<file path="src/rtl/apb_req_arbiter.sv">
// Round-robin arbiter sharing one APB master port between NREQ requesters.
// Sequences IDLE/SETUP/ACCESS with pready wait states and an ACCESS timeout.
module apb_req_arbiter #(
  parameter int ADDR    = 10,
  parameter int DATA    = 8,
  parameter int NREQ    = 4,
  parameter int TIMEOUT = 16
) (
  input  logic                 pclk,
  input  logic                 preset,
  input  logic [NREQ-1:0]      req,
  input  logic [NREQ-1:0]      req_write,
  input  logic [NREQ*ADDR-1:0] req_addr,
  input  logic [NREQ*DATA-1:0] req_wdata,
  output logic [NREQ-1:0]      gnt,
  output logic [NREQ-1:0]      done,
  output logic [DATA-1:0]      rdata,
  output logic                 err,
  output logic                 psel,
  output logic                 penable,
  output logic                 pwrite,
  output logic [ADDR-1:0]      paddr,
  output logic [DATA-1:0]      pwdata,
  input  logic [DATA-1:0]      prdata,
  input  logic                 pready,
  input  logic                 pslverr
);

  localparam int IDXW = (NREQ > 1) ? $clog2(NREQ) : 1;
  localparam int CNTW = (TIMEOUT > 1) ? $clog2(TIMEOUT) : 1;

  localparam logic [IDXW-1:0] LAST_RST = IDXW'(NREQ - 1);
  localparam logic [IDXW:0]   NREQ_W   = (IDXW + 1)'(NREQ);
  localparam logic [CNTW-1:0] CNT_LAST = CNTW'(TIMEOUT - 1);

  typedef enum logic [1:0] {
    ST_IDLE   = 2'd0,
    ST_SETUP  = 2'd1,
    ST_ACCESS = 2'd2
  } state_t;

  state_t          state;
  state_t          state_next;
  logic [IDXW-1:0] last;
  logic [IDXW-1:0] winner;
  logic [IDXW:0]   cand;
  logic            found;
  logic [CNTW-1:0] cnt;
  logic            any_req;
  logic            timeout_hit;
  logic            xfer_end;

  logic [NREQ-1:0] gnt_d;
  logic [NREQ-1:0] done_d;
  logic [DATA-1:0] rdata_d;
  logic            err_d;
  logic            psel_d;
  logic            penable_d;
  logic            pwrite_d;
  logic [ADDR-1:0] paddr_d;
  logic [DATA-1:0] pwdata_d;

  // Requester handshake: a requester holds req and its command fields stable
  // until it sees its one-cycle gnt pulse; the command is latched on that edge
  // and the requester may then drop req or change fields. Dropping req before
  // gnt withdraws the request with no side effects. done marks completion.
  assign any_req     = |req;
  assign timeout_hit = (cnt == CNT_LAST);
  assign xfer_end    = (state == ST_ACCESS) && (pready || timeout_hit);

  // Round-robin search starting just after the previous winner.
  always_comb begin
    winner = last;
    found  = 1'b0;
    cand   = '0;
    for (int k = 1; k <= NREQ; k++) begin
      cand = {1'b0, last} + (IDXW + 1)'(k);
      if (cand >= NREQ_W) begin
        cand = cand - NREQ_W;
      end
      if (!found && req[cand[IDXW-1:0]]) begin
        winner = cand[IDXW-1:0];
        found  = 1'b1;
      end
    end
  end

  // State register, winner pointer and wait-state counter.
  always_ff @(posedge pclk) begin
    if (preset) begin
      state <= ST_IDLE;
      last  <= LAST_RST;
      cnt   <= '0;
    end else begin
      state <= state_next;
      if (state == ST_IDLE && any_req) begin
        last <= winner;
      end
      if (state == ST_SETUP) begin
        cnt <= '0;
      end else if (state == ST_ACCESS && !pready && !timeout_hit) begin
        cnt <= cnt + CNTW'(1);
      end
    end
  end

  always_comb begin
    state_next = state;
    case (state)
      ST_IDLE:   if (any_req) state_next = ST_SETUP;
      ST_SETUP:  state_next = ST_ACCESS;
      ST_ACCESS: if (xfer_end) state_next = ST_IDLE;
      default:   state_next = ST_IDLE;
    endcase
  end

  // Next values of the registered outputs; anything not touched holds.
  always_comb begin
    gnt_d     = '0;
    done_d    = '0;
    rdata_d   = rdata;
    err_d     = err;
    psel_d    = psel;
    penable_d = penable;
    pwrite_d  = pwrite;
    paddr_d   = paddr;
    pwdata_d  = pwdata;
    case (state)
      ST_IDLE: begin
        psel_d    = 1'b0;
        penable_d = 1'b0;
        pwrite_d  = 1'b0;
        paddr_d   = '0;
        pwdata_d  = '0;
        if (any_req) begin
          psel_d         = 1'b1;
          pwrite_d       = req_write[winner];
          paddr_d        = req_addr[winner*ADDR +: ADDR];
          pwdata_d       = req_wdata[winner*DATA +: DATA];
          gnt_d[winner]  = 1'b1;
        end
      end
      ST_SETUP: begin
        penable_d = 1'b1;
      end
      ST_ACCESS: begin
        if (xfer_end) begin
          psel_d       = 1'b0;
          penable_d    = 1'b0;
          pwrite_d     = 1'b0;
          paddr_d      = '0;
          pwdata_d     = '0;
          done_d[last] = 1'b1;
          // A timeout reports an error and never updates read data.
          err_d        = pready ? pslverr : 1'b1;
          if (pready && !pwrite) begin
            rdata_d = prdata;
          end
        end
      end
      default: ;
    endcase
  end

  always_ff @(posedge pclk) begin
    if (preset) begin
      gnt     <= '0;
      done    <= '0;
      rdata   <= '0;
      err     <= 1'b0;
      psel    <= 1'b0;
      penable <= 1'b0;
      pwrite  <= 1'b0;
      paddr   <= '0;
      pwdata  <= '0;
    end else begin
      gnt     <= gnt_d;
      done    <= done_d;
      rdata   <= rdata_d;
      err     <= err_d;
      psel    <= psel_d;
      penable <= penable_d;
      pwrite  <= pwrite_d;
      paddr   <= paddr_d;
      pwdata  <= pwdata_d;
    end
  end

  a_gnt_onehot: assert property (@(posedge pclk) disable iff (preset) $onehot0(gnt))
    else $error("gnt asserted for more than one requester");
  a_done_onehot: assert property (@(posedge pclk) disable iff (preset) $onehot0(done))
    else $error("done asserted for more than one requester");
  a_penable_psel: assert property (@(posedge pclk) disable iff (preset) penable |-> psel)
    else $error("penable without psel");

endmodule

</file>
<file path="config.mk">
export PLATFORM = sky130hd
export DESIGN_NAME = apb_req_arbiter
export DESIGN_NICKNAME = d
export VERILOG_FILES = /design/src/rtl/apb_req_arbiter.sv
export SDC_FILE = /design/constraint.sdc
export NUM_CORES = 1
export LEC_CHECK = 0
export CAP_MARGIN = 40
export CORE_MARGIN = 3
export CORE_UTILIZATION = 37
export DETAILED_ROUTE_END_ITERATION = 8
export PLACE_DENSITY_LB_ADDON = 0.25
export SLEW_MARGIN = 20
export SYNTH_ARGS = -nofsm -noshare
export SYNTH_HDL_FRONTEND = slang
export SYNTH_SLANG_ARGS = --single-unit
export TNS_END_PERCENT = 20
</file>
<file path="constraint.sdc">
create_clock -name pclk -period 2.9 [get_ports pclk]
set_input_delay 0.58 -clock pclk [delete_from_list [all_inputs] [get_ports pclk]]
set_output_delay 0.58 -clock pclk [all_outputs]
set_load 0.01 [all_outputs]
</file>
==> results by group <==
Outcome
  – Run status: complete, no violations

Finish
  – Area grow syn2layout: 61.1%
  – Fraction of layout cells with a size suffix above 1: 15.9%
  – # fillers: 613
  – Commonest non-fill, non-tap cell in the layout: clkdlybuf4s50_1
  – Nets: 493
  – Most frequent cells in the layout: 129 x clkdlybuf4s50_1, 46 x dfxtp_1, 38 x nand4_1
  – Footprint of the multi-input gates: 0.00159 mm²
  – Sequential cell area: 921 µm²
  – Ant diodes: 0

STA
  – Worst Clk Skew: 9.08 ps
  – RSZ-0062 raised after global routing: false
  – Max Clk Rate: 366 MHz
  – Final period utilization: 94.3%
  – Setup TNS: 0 ps
  – Slew Limit Fails: 0
  – Fin. Hold Viols: 0
  – Least-Margin Pin Slew: 468 ps
  – Clock period minus worst slack: 2740 ps
  – Worst Setup Slack, final: 164 ps
  – Post-Route Hold Slack: 477 ps
  – Final setup viols: 0
  – Max_slew headroom: 68.5%

Worst setup path
  – CP startpoint kind: flip-flop
  – Slowest-stage cell, CP: mux4_2
  – Worst R2R Start: last[1]
  – WP buf/inv: 2
  – CP Data Arrival Time: 2920 ps
  – Largest delay share family, worst path: multiplexers
  – Reg2Reg Setup Slack: 160 ps
  – Largest stage delay on the critical path: 500 ps
  – Crit path max fanout: 6
  – Critical Path End Type: flip-flop
  – WS Path Type: flip-flop to flip-flop
  – Crit path cell chain: inv_1, ha_1, mux4_2, nor2b_4, nor2_4, xnor2_4, buf_4, mux2_4, a221o_1
  – Worst flop-to-flop path endpoint: pwdata[3]
  – Reg2Reg Depth: 9
  – Critical Path RT: 3090 ps

Worst hold path
  – Hold EP: psel
  – Hold-critical path depth: 1
  – Min-Delay Path Class: flip-flop to flip-flop
  – Hold_sp: psel

Routing
  – First drt pass iteration count: 4
  – Vias/cell: 5.18
  – Routed len/inst: 14.7 µm
  – Initial drt markers: 55
  – Via count: 2556
  – DRC viols: 0
  – DRT antenna net count: 0
  – Routed WL: 7.26 mm

Global route
  – GR Util met1: 19.4%
  – Met3 usage: 6.75%
  – First-pass GRT wire length: 12.0 mm
  – Grt met2 use: 31.4%
  – GRT Resource Usage Total: 17.5%
  – Largest net degree at the start of global routing: 41
  – Most Crowded Layer GR: met2
  – Initial antenna violation count: 0
  – Number of global-route vias before repair: 2583
  – Overflow left after global routing: 0

Pwr
  – Max VDD drop: 0.400 mV
  – Total power: 3.59 mW
  – P_leak: 1.64 nW
  – Pwr per Cell Area: 847 mW/mm²

Synth
  – Synth Flop Type: dfxtp_1
  – Syn_nets: 357
  – Sequential fraction of the synthesis area: 35.0%
  – Mean Syn Cell Area: 10.1 µm²
  – FFs w/ async S/R, synth: 0%
  – Yosys warns: 0
  – Syn Inst Count: 260
  – #FFs+latches synth: 46
  – Post-synth EDFFs: 0
  – Yosys cell types: 41
  – Cell Area, Synth: 0.00263 mm²

CTS
  – CTS buffer count: 5
  – H-Tree Level Count: 2
  – CTS Hold Bufs: 0
  – Root buf cell: clkbuf_8
  – CTS resizes: 0
  – CTS Buffer Depth: 2
  – Post-CTS Setup Bufs: 0
  – CTS tree: built
  – Clock Latency Late Sink: 300 ps
  – Num Clock Sinks: 46
  – Clock-pin slew on the worst setup and hold paths: 90 ps

Placed design
  – Final GP Congestion: 0.751
  – HPWL after DPL: 5.50 mm
  – Pre-CTS WS: -120 ps
  – PortBufs: 129

Floorplan
  – Die area: 0.00815 mm²
  – Die Height: 90.3 µm
  – Initial Utilization: 38.5%
  – I/O Pins: 130
  – Core Area: 0.00683 mm²
  – Row count: 30
  – Chip width: 90.3 µm

Run
  – MaxCap Viol Count: 0
-- logic make-up (layout without fill, tap and decap cells) --
family	Yosys count	count (layout)	share of synthesized area, %
xor gates and xnor gates	3	3	1.71
buffers and inverters	26	163	5.28
adders and majority gates	5	5	2.38
DFF	46	46	35.0
AOI/OAI and AO/OA	37	37	12.2
muxes	50	50	23.5
and+or+nand+nor	93	93	19.9
-- worst max-delay path by stage --
| stage | depth (start not counted) | slack, ps | startpoint | endpoint |
|---|---|---|---|---|
| after global routing | 9 | 10 | last[1] | pwdata[3] |
| after detailed placement | 8 | -120 | req[0] | pwdata[2] |
| after CTS | 9 | 130 | last[1] | pwdata[6] |
| final | 9 | 160 | last[1] | pwdata[3] |
| after floorplan | 10 | 4 | last[0] | paddr[0] |
| after global placement | 8 | -80 | req[3] | pwdata[6] |
-- synth_stat cells (2+ instances only) --
cell / instances / area (µm²)
dfxtp_1: 46 / 921
nand4_1: 38 / 238
mux2i_1: 28 / 280
nor2_1: 21 / 78.8
a221o_1: 19 / 190
clkbuf_1: 18 / 67.6
mux2_4: 15 / 225
nand2_1: 7 / 26.3
a21oi_1: 5 / 25.0
and2_1: 5 / 31.3
buf_6: 5 / 56.3
ha_1: 5 / 62.6
mux2_2: 4 / 45.0
nand2b_1: 4 / 25.0
nor2b_1: 4 / 25.0
mux4_2: 3 / 67.6
nand3_1: 3 / 15.0
nor3_1: 3 / 15.0
o21ai_0: 3 / 15.0
inv_1: 2 / 7.51
nor4_1: 2 / 12.5
-- registers in the layout, indices dropped and copies added, names as in the netlist, 2 cells and up --
register / count
paddr: 10
cnt: 4
last: 2
state: 2
rdata: 8
done: 4
gnt: 4
pwdata: 8
-- stage by stage --
| stage | area (µm²) | std cells | util [%] |
|---|---|---|---|
| finish | 4240 | 493 | 62.0 |
| global route | 4240 | 493 | 62.0 |
| CTS | 4240 | 493 | 62.0 |
| detailed placement | 4150 | 485 | 60.7 |
| global placement | 4150 | 485 | 60.7 |
| floorplan | 2630 | 260 | - |
-- cell type report --
| class | count | area share (%) |
|---|---|---|
| timing repair buffer | 153 | 35.6 |
| clock buffer | 5 | 1.62 |
| inverter | 2 | 0.177 |
| multi-input combinational | 188 | 37.5 |
| tap | 96 | 2.84 |
| sequential | 46 | 21.7 |
| clock inverter | 3 | 0.502 |
-- routing by layer --
metal | vias to the layer above | share of wire, %
met1 | 1190 | 41
li1 | 1270 | -
met3 | 8 | 8.5
met5 | - | 0
met2 | 88 | 50
met4 | 0 | 0.87
-- report_power, final --
part	total, mW	switching (mW)	internal (mW)
clock network	0.393	0.223	0.170
logic	2.29	0.989	1.30
registers	0.906	0.0947	0.811
Note: power is estimated with default switching activity, not from simulation.
